===== src/rtl/mult_share_ctrl.sv =====
// mult_share_ctrl: round-robin arbiter and sequencer sharing one signed shift-add multiplier between two requesters.
// Optional feature: define MULTCTRL_ZERO_SKIP_EN to fold the shift into ADD when M=0 on non-final iterations.
module mult_share_ctrl #(
    parameter int WIDTH = 8,
    parameter int CNT_W = 4
) (
    input  logic CLK,
    input  logic RESET,
    input  logic REQ0,
    input  logic REQ1,
    input  logic M,
    output logic GNT0,
    output logic GNT1,
    output logic DONE0,
    output logic DONE1,
    output logic OPSEL,
    output logic BUSY,
    output logic CLEARXA,
    output logic LOADB,
    output logic LOADA,
    output logic LOADX,
    output logic SUBADD,
    output logic SHIFT_EN
);
    typedef enum logic [2:0] {S_IDLE, S_LOAD, S_ADD, S_SHIFT, S_DONE, S_RELEASE} state_t;
    localparam logic [CNT_W-1:0] LAST = CNT_W'(WIDTH - 1);
    state_t state_q, state_d;
    logic [CNT_W-1:0] cnt_q, cnt_d;
    logic ptr_q, ptr_d;
    logic opsel_q, opsel_d;
    logic last;
    assign last  = cnt_q == LAST;
    assign BUSY  = state_q != S_IDLE;
    assign GNT0  = BUSY & ~opsel_q;
    assign GNT1  = BUSY & opsel_q;
    assign OPSEL = opsel_q;
    // State, iteration count, last-served pointer and operand select; pointer starts at 1 so requester 0 wins first
    always_ff @(posedge CLK or posedge RESET) begin
        if (RESET) begin
            state_q <= S_IDLE;
            cnt_q   <= '0;
            ptr_q   <= 1'b1;
            opsel_q <= 1'b0;
        end else begin
            state_q <= state_d;
            cnt_q   <= cnt_d;
            ptr_q   <= ptr_d;
            opsel_q <= opsel_d;
        end
    end
    // Next-state, arbitration and datapath control decode
    always_comb begin
        state_d  = state_q;
        cnt_d    = cnt_q;
        ptr_d    = ptr_q;
        opsel_d  = opsel_q;
        DONE0    = 1'b0;
        DONE1    = 1'b0;
        CLEARXA  = 1'b0;
        LOADB    = 1'b0;
        LOADA    = 1'b0;
        LOADX    = 1'b0;
        SUBADD   = 1'b0;
        SHIFT_EN = 1'b0;
        case (state_q)
            S_IDLE: begin
                if (REQ0 | REQ1) begin
                    opsel_d = (REQ0 & REQ1) ? ~ptr_q : REQ1;
                    ptr_d   = opsel_d;
                    state_d = S_LOAD;
                end
            end
            S_LOAD: begin
                CLEARXA = 1'b1;
                LOADB   = 1'b1;
                cnt_d   = '0;
                state_d = S_ADD;
            end
            S_ADD: begin
`ifdef MULTCTRL_ZERO_SKIP_EN
                if (!M && !last) begin
                    SHIFT_EN = 1'b1;
                    cnt_d    = cnt_q + 1'b1;
                end else begin
                    LOADA   = M;
                    LOADX   = M;
                    SUBADD  = M & last;
                    state_d = S_SHIFT;
                end
`else
                LOADA   = M;
                LOADX   = M;
                SUBADD  = M & last;
                state_d = S_SHIFT;
`endif
            end
            S_SHIFT: begin
                SHIFT_EN = 1'b1;
                cnt_d    = last ? cnt_q : cnt_q + 1'b1;
                state_d  = last ? S_DONE : S_ADD;
            end
            S_DONE: begin
                DONE0   = ~opsel_q;
                DONE1   = opsel_q;
                state_d = S_RELEASE;
            end
            S_RELEASE: begin
                if (!(opsel_q ? REQ1 : REQ0)) state_d = S_IDLE;
            end
            default: state_d = S_IDLE;
        endcase
    end
endmodule

===== config.mk =====
export PLATFORM = sky130hd
export DESIGN_NAME = mult_share_ctrl
export DESIGN_NICKNAME = d
export VERILOG_FILES = /design/src/rtl/mult_share_ctrl.sv
export SDC_FILE = /design/constraint.sdc
export NUM_CORES = 1
export LEC_CHECK = 0
export ABC_AREA = 1
export BUFFER_PORTS_ARGS = -buffer_cell sky130_fd_sc_hd__buf_4
export CAP_MARGIN = 10
export CORE_AREA = 3 3 40 42
export DETAILED_ROUTE_END_ITERATION = 12
export DIE_AREA = 0 0 43 45
export HOLD_SLACK_MARGIN = 0.02
export PLACE_DENSITY = 0.65
export SKIP_CTS_REPAIR_TIMING = 1
export SYNTH_ARGS = -nofsm -noshare
export SYNTH_HDL_FRONTEND = slang
export SYNTH_SLANG_ARGS = --single-unit

===== constraint.sdc =====
create_clock -name CLK -period 1.2 [get_ports CLK]
set_input_delay 0.06 -clock CLK [delete_from_list [all_inputs] [get_ports CLK]]
set_output_delay 0.06 -clock CLK [all_outputs]
set_load 0.005 [all_outputs]

# Word-level counts from Yosys, hierarchy flattened
# Cells that the tools add are included.
totals:
  reg_bits: 9
  in_bits: 5
  out_inout_bits: 12
  wordCells: 41
op_classes:
  n_addsub: 1
  eq_ne: 9
  muxes: 14
  bitwise_logic: 7
  reduce_logical: 6
op_table:
  columns: ["operator", "n"]
  rows:
  - ["case mux 3 bit (6 select lines)", 1]
  - ["two-way mux 3 bit", 3]
  - ["two-way mux 1 bit", 8]
  - ["case mux 4 bit (2 select lines)", 1]
  - ["== test 3 x 2 -> 1 bit, second input constant", 2]
  - ["== test 3 bit, second input constant", 2]
  - ["inequality test 2 bit, second input constant", 3]
  - ["AND reduction 2 bit", 3]
  - ["adder 4 x 1 -> 4 bit, second input constant", 1]
  - ["AND 1 bit", 4]
  - ["== test 4 x 3 -> 1 bit, second input constant", 1]
  - ["two-way mux 4 bit", 1]
  - ["== test 3 x 1 -> 1 bit, second input constant", 1]
  - ["zero test 3 bit", 1]
  - ["nonzero test 3 bit", 1]
  - ["NOT 1 bit", 2]
  - ["nonzero test 2 bit", 1]
  - ["OR 1 bit", 1]

# Depth between registers and ports, before layout
# Gate-level depths: netlist of run 1.
depth:
  depth_word: 3
  ltp_mapped: 7
  depth_no_buf: 7

# Least setup slack after synthesis of run 1
# No wires, ideal clock.
synth_timing:
  kind: "register to register"
  from: "register cnt_q[0]"
  to: "register cnt_q[1]"
  setup_time_ps: 117
  arrival_time_ps: 1015
  t_required_ps: 1083
  slack_ps: 67
  path_stages_with_launch: 8
  path_buffers: 0
  synth_period_minus_slack_ps: 1133
  cell_sequence: "dfrtp_1 ha_1 nand3_1 nand2_2 nand2_2 inv_2 nand2_1 nand2_1"
synth_via:
  elab_chain_len: 3
  elab_cells_between_ends: 6
  classes_between: "1 x add/sub; 2 x eq/ne; 2 x mux; 1 x reduce/logical"
synth_lines:
  columns: ["item", "line", "text"]
  rows:
  - ["start: declaration", "28", "logic [CNT_W-1:0] cnt_q, cnt_d;"]
  - ["start signal: assignment", "46", "cnt_q <= cnt_d;"]
  - ["adder 4 x 1 -> 4 bit / == test 4 x 3 -> 1 bit (equally long branches)", "99, 32", null]
  - ["two-way mux 4 bit / inequality test 2 bit (equally long branches)", null, null]
  - ["case mux 4 bit (2 select lines) / AND reduction 2 bit (equally long branches)", null, null]
# Parallel ways exist; a longest one is shown, timed or not. The select of a mux whose other input is x is not followed.
# A chain may end at the register's enable or synchronous reset.

# Worst setup path in the final report of run 1
layout_timing:
  from: "register state_q[1]"
  to: "output GNT0"
layout_via:
  elab_chain_len: 2
layout_lines:
  columns: ["item", "line", "text"]
  rows:
  - ["start: declaration", "27", "state_t state_q, state_d;"]
  - ["start signal: assignment", "45", "state_q <= state_d;"]
  - ["nonzero test 3 bit", "33", "assign BUSY = state_q != S_IDLE;"]
  - ["AND 1 bit", "34", "assign GNT0 = BUSY & ~opsel_q;"]
  - ["end: declaration", "12", "output logic GNT0,"]
# Every way passes these cells.

==> impl_metrics.env, run 1 <==
export IMPL_clock_root_buffer="clkbuf_4"
export IMPL_p_clk_share_pct=13.1
export IMPL_p_int_w=0.00101
export IMPL_viasPerCell=4.81
export IMPL_hold_viol=0
export IMPL_clk_insertion_delay_late_ns=0.25
export IMPL_yosysSeqAreaShare_pct=42.3
export IMPL_drive_above_1_share_pct=49.0
export IMPL_timing_fmax_mhz=812
export IMPL_max_slew_margin_pct=78.5
export IMPL_path_clk_slew_ns=0.05
export IMPL_synth_fp_nets=78
export IMPL_vdd_drop_max_uv=863
export IMPL_fin_total_pwr_w=0.00171
export IMPL_min_period_over_period_pct=103
export IMPL_yosys_warnings=0
export IMPL_die_area_mm2=0.00194
export IMPL_crit_path_max_incr_delay_ns=0.45
export IMPL_hp_start="REQ1"
export IMPL_status="finished, violations left"
export IMPL_setup_viol=5
export IMPL_violations="negative setup slack"
export IMPL_portBuffers=16
export IMPL_ys_ff_latch=9
export IMPL_hold_depth=3
export IMPL_r2r_end="cnt_q[3]"
export IMPL_worstReg2RegStart="state_q[1]"
export IMPL_setup_ws_ns=-0.0312
export IMPL_synth_cell_types=18
export IMPL_drtPass1Iterations=4
export IMPL_placementRows=13
export IMPL_drt_iter0_markers=9
export IMPL_r2r_slack_ns=0.02
export IMPL_grt_total_usage_pct=12.2
export IMPL_crit_buf_inv=2
export IMPL_cp_slowest_cell="dfrtp_2"
export IMPL_die_h_um=45
export IMPL_critPathArrivalTime_ns=1.17
export IMPL_path_delay_family="flip-flops"
export IMPL_drc_errors=0
export IMPL_min_to="OPSEL"
export IMPL_netlist_instances=72
export IMPL_crit_required_ns=1.14
export IMPL_core_area_mm2=0.00128
export IMPL_ios=17
export IMPL_path_max_fanout=4
export IMPL_dp_hpwl_um=862
export IMPL_slew_violations=0
export IMPL_vias=544
export IMPL_ant_nets=0
export IMPL_area_growth_pct=51.6
export IMPL_tightestPinTransition_ns=0.322
export IMPL_antenna_found_initial=0
export IMPL_numCtsBuffers=3
export IMPL_drv_cap=0
export IMPL_gp_congestion=0.743
export IMPL_avgSynthCellArea_um2=7.44
export IMPL_final_min_clock_period_ns=1.23
export IMPL_num_antenna_cells=0
export IMPL_timing_setup_critical_path_class="reg -> out"
export IMPL_cp_num_cells=5
export IMPL_power_frac_comb_pct=54.0
export IMPL_swShare_pct=40.7
export IMPL_power_switching_w=0.000696
export IMPL_initial_core_util_pct=41.7
export IMPL_p_per_area_mw_per_mm2=2100
export IMPL_setup_tns_ns=-0.0928
export IMPL_htreeDepth=1
export IMPL_drt_total_wl_mm=1.21
export IMPL_rsz0062_at_grt="true"
export IMPL_syn_area_um2=536
export IMPL_grt_max_degree=10
export IMPL_cts_tree="done"
export IMPL_grt_pass1_vias=426
export IMPL_finish_utilization_pct=63.2
export IMPL_final_nets=105
export IMPL_path_cells="nor2_4, nand2_2, inv_2, nor2_1, buf_4"
export IMPL_cts_sinks=9
export IMPL_finClkSkew_ns=0.00381
export IMPL_die_w_um=43
export IMPL_hold_class="in -> reg"
export IMPL_critPathLaunchType="flip-flop"
export IMPL_wl_per_cell_um=10.7
export IMPL_r2r_cells=8
export IMPL_p_leak_nw=0.419
export IMPL_grt_overflow_total=0
export IMPL_grt_first_pass_wirelength_mm=1.75
export IMPL_cts_max_path_buffers=2
export IMPL_pwr_share_seq_pct=32.9
export IMPL_worstSetupEndpointType="primary output"
[cell families after synthesis]
group                    after synthesis  share of synthesized area (%)
AND/OR/NAND/NOR                       41                           36.2
buffers and inverters                 14                           11.2
flip-flops                             9                           42.3
AO/OA/AOI/OAI                          6                           6.07
multiplexers                           1                           1.87
adder cells (fa/ha/maj)                1                           2.34
[area by class of cell]
cell class | instances | area, µm²
clock buffers | 4 | 26.3
multi-input cells | 49 | 307
inverters | 12 | 47.5
flip-flops and latches | 9 | 230
repair buffers | 24 | 183
well taps | 15 | 18.8
fillers | 114 | 473
[through the flow]
stage	instance area, µm²	std cells	hold slack, ns	worst slack [ns]
4_1_cts	701	107	-0.237	-0.171
3_3_place_gp	674	103	0.0353	0.0666
3_5_place_dp	674	103	0.0357	0.0368
5_1_grt	812	113	0.138	-0.0978
2_1_floorplan	536	72	-0.113	0.0672
6_report	812	113	0.112	-0.0312
[power by group through the flow]
stage / logic, W / registers, W / clock network [W]
5_1_grt: 0.00104 / 0.000584 / 0.000246
4_1_cts: 0.000790 / 0.000518 / 0.000230
3_5_place_dp: 0.000785 / 0.000524 / 0
3_3_place_gp: 0.000786 / 0.000520 / 0
2_1_floorplan: 0.000468 / 0.000517 / 0
6_report: 0.000923 / 0.000562 / 0.000223
[synth_stat cells (all sizes together)]
| library cell | n | area [µm²] |
|---|---|---|
| nand2 | 17 | 73.8 |
| inv | 12 | 45.0 |
| nor2 | 10 | 45.0 |
| dfrtp | 8 | 200 |
| nand3 | 8 | 40.0 |
| o21ai | 5 | 25.0 |
| buf | 2 | 15.0 |
| nand4 | 2 | 12.5 |
| nor3 | 2 | 10.0 |
| or2 | 2 | 12.5 |
| dfstp | 1 | 26.3 |
| ha | 1 | 12.5 |
| mux2i | 1 | 10.0 |
| o211ai | 1 | 7.51 |
[how the worst max path moves through the flow]
stage / from / end / slack (ns)
6_report: state_q[1] / GNT0 / -0.03
3_5_place_dp: cnt_q[0] / cnt_q[3] / 0.04
5_1_grt: cnt_q[1] / SUBADD / -0.1
4_1_cts: state_q[2] / SUBADD / -0.17
2_1_floorplan: cnt_q[0] / cnt_q[1] / 0.07
3_3_place_gp: cnt_q[0] / cnt_q[1] / 0.07
[registers in the layout, summed over array words and instances (netlist names)]
| name | flops |
|---|---|
| cnt_q | 4 |
| ptr_q | 1 |
| OPSEL | 1 |
| state_q | 3 |
[worst reg2reg max path, cell delays in order, from the launching register on]
cell     delay, ns
dfrtp_2       0.43
buf_4         0.14
nand2_2       0.05
nor2_4        0.12
nand2_2       0.07
nand2_2       0.09
inv_2         0.06
nand2_1       0.05
nand2_1       0.05
[per-layer routing]
metal / track usage (%) / vias to the layer above / part of all wire [%]
met3: 2.39 / 4 / 4.5
li1: - / 280 / -
met5: 0 / - / 0
met4: 7.23 / 0 / 2.2
met2: 18.0 / 14 / 48
met1: 16.6 / 246 / 46
[cells in the final DEF, fill, tap and decap left out]
| master | netlist | routed |
|---|---|---|
| buf_4 | 2 | 23 |
| clkbuf_1 | 0 | 1 |
| clkbuf_4 | 0 | 3 |
| dfrtp_1 | 8 | 5 |
| dfrtp_2 | 0 | 3 |
| dfstp_2 | 1 | 1 |
| dlygate4sd3_1 | 0 | 1 |
| ha_4 | 0 | 1 |
| inv_1 | 11 | 8 |
| inv_2 | 1 | 3 |
| inv_4 | 0 | 1 |
| mux2i_1 | 1 | 1 |
| nand2_1 | 13 | 12 |
| nand2_2 | 4 | 5 |
| nand3_1 | 8 | 6 |
| nand3_4 | 0 | 2 |
| nand4_1 | 2 | 2 |
| nor2_1 | 9 | 6 |
| nor2_2 | 0 | 2 |
| nor2_4 | 1 | 2 |
| nor3_1 | 2 | 1 |
| nor3_2 | 0 | 1 |
| o211ai_1 | 1 | 1 |
| o21ai_0 | 5 | 5 |
| or2_1 | 1 | 1 |
| or2_2 | 1 | 1 |
(Power assumes the default switching activity.)
==> inputs of run 2 (changes only) <==
Settings changed: CELL_PAD_IN_SITES_DETAIL_PLACEMENT set to 0, CELL_PAD_IN_SITES_GLOBAL_PLACEMENT set to 1, CORE_AREA 3 3 40 42 to not set, CORE_MARGIN set to 3, CORE_UTILIZATION set to 33, DIE_AREA 0 0 43 45 to not set, PLACE_DENSITY 0.65 to not set, PLACE_DENSITY_LB_ADDON set to 0.1.
==> run 2 against run 1 <==
Against the previous run:
- the flow still finishes with violations (negative setup slack)
- combinational power increased by 8.0%
- flip-flop and latch count unchanged
- worst setup slack got worse by 0.0019 ns
- clock skew about the same
- critical endpoint unchanged
- worst hold slack improved by 0.028 ns
==> impl_metrics.env, run 2 (synthesis gave the netlist of run 1 again) <==
export IMPL_path_cells="nor2_4, nand2_4, inv_4, nor2_1, buf_4"
export IMPL_timing_fmax_mhz=811
export IMPL_htreeDepth=1
export IMPL_core_area_mm2=0.00142
export IMPL_min_period_over_period_pct=103
export IMPL_die_w_um=46.3
export IMPL_clk_insertion_delay_late_ns=0.25
export IMPL_largest_register_ffs=4
export IMPL_rsz0062_at_grt="true"
export IMPL_p_per_area_mw_per_mm2=2160
export IMPL_grt_max_degree=10
export IMPL_pwr_share_seq_pct=31.8
export IMPL_die_area_mm2=0.00214
export IMPL_drt_total_wl_mm=1.20
export IMPL_grt_overflow_total=0
export IMPL_tightestPinTransition_ns=0.316
export IMPL_vdd_drop_max_uv=1140
export IMPL_nFillCells=132
export IMPL_dp_slack_ns=0.0375
export IMPL_largest_register="cnt_q"
export IMPL_gp_congestion=0.811
export IMPL_placementRows=13
export IMPL_hold_viol=0
export IMPL_wl_per_cell_um=10.7
export IMPL_slew_violations=0
export IMPL_dpl_instance_area_um2=674
export IMPL_initial_core_util_pct=37.8
export IMPL_die_h_um=46.3
export IMPL_crit_buf_inv=2
export IMPL_mostFrequentLayoutCell="buf_4"
export IMPL_viasPerCell=4.71
export IMPL_p_leak_nw=0.415
export IMPL_swShare_pct=41.0
export IMPL_final_min_clock_period_ns=1.23
export IMPL_violations="negative setup slack"
export IMPL_setup_tns_ns=-0.103
export IMPL_setup_ws_ns=-0.0331
export IMPL_setup_viol=5
export IMPL_stdcell_area_um2=822
export IMPL_status="finished, violations left"
export IMPL_cts_tree="done"
export IMPL_r2r_slack_ns=0.01
export IMPL_reg_top3="cnt_q: 4 flops, state_q: 3 flops"
export IMPL_ios=17
export IMPL_path_clk_slew_ns=0.06
export IMPL_antenna_found_initial=0
export IMPL_critPathArrivalTime_ns=1.17
export IMPL_vias=528
export IMPL_cts_max_path_buffers=2
export IMPL_power_frac_comb_pct=56.1
export IMPL_grt_pass1_vias=435
export IMPL_hold_class="in -> reg"
export IMPL_num_antenna_cells=0
export IMPL_ant_nets=0
export IMPL_clock_root_buffer="clkbuf_4"
export IMPL_drt_iter0_markers=6
export IMPL_crit_required_ns=1.14
export IMPL_cp_slowest_cell="dfrtp_2"
export IMPL_dp_hpwl_um=908
export IMPL_grt_total_usage_pct=11.8
export IMPL_p_clk_share_pct=12.1
export IMPL_drv_cap=0
export IMPL_p_int_w=0.00105
export IMPL_drive_above_1_share_pct=50.5
export IMPL_path_delay_family="flip-flops"
export IMPL_timing_setup_critical_path_class="reg -> out"
export IMPL_max_slew_margin_pct=78.9
export IMPL_final_nets=104
export IMPL_finClkSkew_ns=0.00341
export IMPL_crit_path_max_incr_delay_ns=0.45
export IMPL_area_growth_pct=53.5
export IMPL_path_max_fanout=5
export IMPL_drtPass1Iterations=4
export IMPL_layout_common_cells="22 x buf_4, 12 x nand2_1, 8 x inv_1"
export IMPL_worstSetupEndpointType="primary output"
export IMPL_power_switching_w=0.000729
export IMPL_drc_errors=0
export IMPL_numCtsBuffers=3
export IMPL_portBuffers=16
export IMPL_grt_first_pass_wirelength_mm=1.79
export IMPL_cts_sinks=9
export IMPL_critPathLaunchType="flip-flop"
[run 2: cell count changes in the layout (fill, tap and decap cells not counted), sizes merged]
cell | before | now
buf | 23 | 22
[run 2: per-layer routing]
metal / GRT usage (%) / vias up / part of all wire (%)
met1: 17.5 / 234 / 45
li1: - / 282 / -
met4: 3.41 / 0 / 0.33
met2: 16.2 / 10 / 50
met5: 0 / - / 0
met3: 3.52 / 2 / 4.8
[run 2: layout make-up]
type | count | area (µm²) | area share [%]
Sequential cell | 9 | 230 | 28.0
Tap cell | 15 | 18.8 | 2.28
Timing Repair Buffer | 23 | 175 | 21.3
Multi-Input combinational cell | 49 | 322 | 39.1
Inverter | 12 | 50.0 | 6.09
Clock buffer | 4 | 26.3 | 3.20
[run 2: worst min-delay path, cell delays in order]
cell	delay, ns
buf_4	0.10
nor3_1	0.04
o21ai_0	0.15
[run 2: power groups by stage]
stage                     Combinational, W  Sequential [W]  Clock (W)
after detailed placement          0.000790        0.000522          0
after global placement            0.000801        0.000524          0
after global routing               0.00112        0.000586   0.000246
after CTS                         0.000794        0.000518   0.000227
final                             0.000997        0.000566   0.000215
after floorplan                   0.000468        0.000517          0
[run 2: path summary, 6_finish.rpt]
| kind | from | to | cells past startpoint |
|---|---|---|---|
| worst max register to register | state_q[0] | cnt_q[2] | 8 |
| max in group asynchronous | RESET | ptr_q | 3 |
| worst min-delay path | REQ0 | state_q[0] | 3 |
| worst min register to register | ptr_q | ptr_q | 2 |
| min in group asynchronous | RESET | OPSEL | 3 |
| worst max-delay path | state_q[0] | GNT0 | 5 |
[run 2: per-stage QoR]
stage	total power, W	hold slack [ns]	utilization (%)	instances
floorplan	0.000985	-0.113	-	72
global route	0.00195	0.174	58.1	112
finish	0.00178	0.140	58.1	112
detailed placement	0.00131	0.0352	47.7	103
global placement	0.00132	0.0343	47.7	103
CTS	0.00154	-0.236	49.5	107
==> inputs of run 3 (changes only) <==
Clock period 1.2 ns to 1.4 ns, I/O delays scaled along.
==> run 3 against run 2 <==
Against the previous run:
- the run now ends clean
- register-to-register slack improved by 0.22 ns
- flip-flop and latch count stayed put
- worst hold slack got worse by 0.0066 ns
- clock power fell by 13%
- non-clock buffer count decreased by 4
- worst setup slack improved by 0.12 ns
- routed wire length fell by 4.2%
- utilization fell by 6.4 points
- total power fell by 25%
- final cell count down 3.6%
==> impl_metrics.env, run 3 (synthesis gave the netlist of run 1 again) <==
export IMPL_grt_max_degree=10
export IMPL_die_area_mm2=0.00214
export IMPL_largest_register_ffs=4
export IMPL_drive_above_1_share_pct=38.7
export IMPL_ant_nets=0
export IMPL_num_antenna_cells=0
export IMPL_grt_total_usage_pct=11.8
export IMPL_drt_total_wl_mm=1.15
export IMPL_nFillCells=140
export IMPL_grt_first_pass_wirelength_mm=1.75
export IMPL_cts_max_path_buffers=2
export IMPL_p_per_area_mw_per_mm2=1830
export IMPL_hold_depth=3
export IMPL_stdcell_area_um2=732
export IMPL_final_nets=100
export IMPL_cts_tree="done"
export IMPL_core_area_mm2=0.00142
export IMPL_timing_fmax_mhz=764
export IMPL_drc_errors=0
export IMPL_path_max_fanout=3
export IMPL_crit_required_ns=1.33
export IMPL_p_leak_nw=0.397
export IMPL_worstSetupEndpointType="primary output"
export IMPL_setup_viol=0
export IMPL_tightestPinTransition_ns=0.323
export IMPL_placementRows=13
export IMPL_gp_congestion=0.847
export IMPL_dp_hpwl_um=908
export IMPL_use_met3_pct=1.17
export IMPL_portBuffers=16
export IMPL_area_growth_pct=36.7
export IMPL_finish_utilization_pct=51.7
export IMPL_initial_core_util_pct=37.8
export IMPL_drt_iter0_markers=12
export IMPL_grt_overflow_total=0
export IMPL_max_slew_margin_pct=78.4
export IMPL_hold_class="in -> reg"
export IMPL_viasPerCell=4.85
export IMPL_vdd_drop_max_uv=775
export IMPL_grt_pass1_vias=421
export IMPL_final_min_clock_period_ns=1.31
export IMPL_hold_viol=0
export IMPL_drtPass1Iterations=5
export IMPL_grtUsageMet1_pct=17.4
export IMPL_finClkSkew_ns=0.00328
export IMPL_antenna_found_initial=0
export IMPL_top_usage_layer="met1"
export IMPL_vias=524
export IMPL_r2r_cells=4
export IMPL_drv_cap=0
export IMPL_htreeDepth=1
export IMPL_clock_root_buffer="clkbuf_4"
export IMPL_status="finished, final reports clean"
export IMPL_slew_violations=0
export IMPL_critPathLaunchType="flip-flop"
export IMPL_mostFrequentLayoutCell="buf_4"
export IMPL_layout_common_cells="18 x buf_4, 13 x nand2_1, 10 x inv_1"
export IMPL_clk_insertion_delay_late_ns=0.25
export IMPL_dpl_instance_area_um2=659
export IMPL_largest_register="cnt_q"
export IMPL_min_period_over_period_pct=93.5
export IMPL_timing_setup_critical_path_class="reg -> out"
export IMPL_cts_sinks=9
export IMPL_reg_top3="cnt_q: 4 flops, state_q: 3 flops"
export IMPL_path_clk_slew_ns=0.06
export IMPL_met2_usage_pct=14.8
export IMPL_fin_total_pwr_w=0.00134
export IMPL_wl_per_cell_um=10.6
export IMPL_ios=17
export IMPL_critPathArrivalTime_ns=1.24
export IMPL_die_w_um=46.3
export IMPL_numCtsBuffers=3
export IMPL_die_h_um=46.3
[run 3: cell count changes in the layout (fill, tap and decap cells not counted), sizes merged]
cell / before / now
buf: 22 / 18
[run 3: worst paths after layout]
check                          from         end  slack (ns)
max                        cnt_q[1]      SUBADD        0.09
min                            REQ1       OPSEL        0.13
max reg2reg                cnt_q[1]    cnt_q[2]        0.23
min reg2reg                   ptr_q       ptr_q        0.51
max in group asynchronous     RESET       ptr_q        0.79
min in group asynchronous     RESET  state_q[1]        0.32
[run 3: per-layer routing]
layer  part of all wire, %  up-vias
li1                      -      270
met1                    50      240
met2                    44       14
met3                   6.2        0
met4                     0        0
met5                     0        -
[run 3: cell type report]
cell class	instances	area, µm²	area share [%]
repair buffers	19	145	19.8
inverters	12	45.0	6.15
flip-flops and latches	9	228	31.1
well taps	15	18.8	2.56
multi-input cells	49	269	36.8
clock buffers	4	26.3	3.59
[run 3: worst max-delay path, cell delays in order, from the launching register on]
cell and delay (ns):
dfrtp_1 0.37, ha_1 0.21, nand3_2 0.12, nor3_2 0.16, buf_4 0.13
[run 3: per-stage QoR]
| step | instances | setup slack [ns] | TNS [ns] | hold slack, ns |
|---|---|---|---|---|
| 6_report | 108 | 0.0915 | 0 | 0.134 |
| 4_1_cts | 105 | 0.0144 | 0 | -0.230 |
| 2_1_floorplan | 72 | 0.267 | 0 | -0.103 |
| 3_5_place_dp | 101 | 0.194 | 0 | 0.0474 |
| 3_3_place_gp | 101 | 0.204 | 0 | 0.0471 |
| 5_1_grt | 108 | -0.00409 | -0.00409 | 0.149 |
[run 3: power by group]
group	total, W	internal [W]	switching (W)	leakage, nW
logic	0.000692	0.000326	0.000366	0.270
registers	0.000461	0.000360	0.000100	0.112
clock network	0.000188	0.000109	0.0000790	0.0150
total	0.00134	0.000796	0.000545	0.397
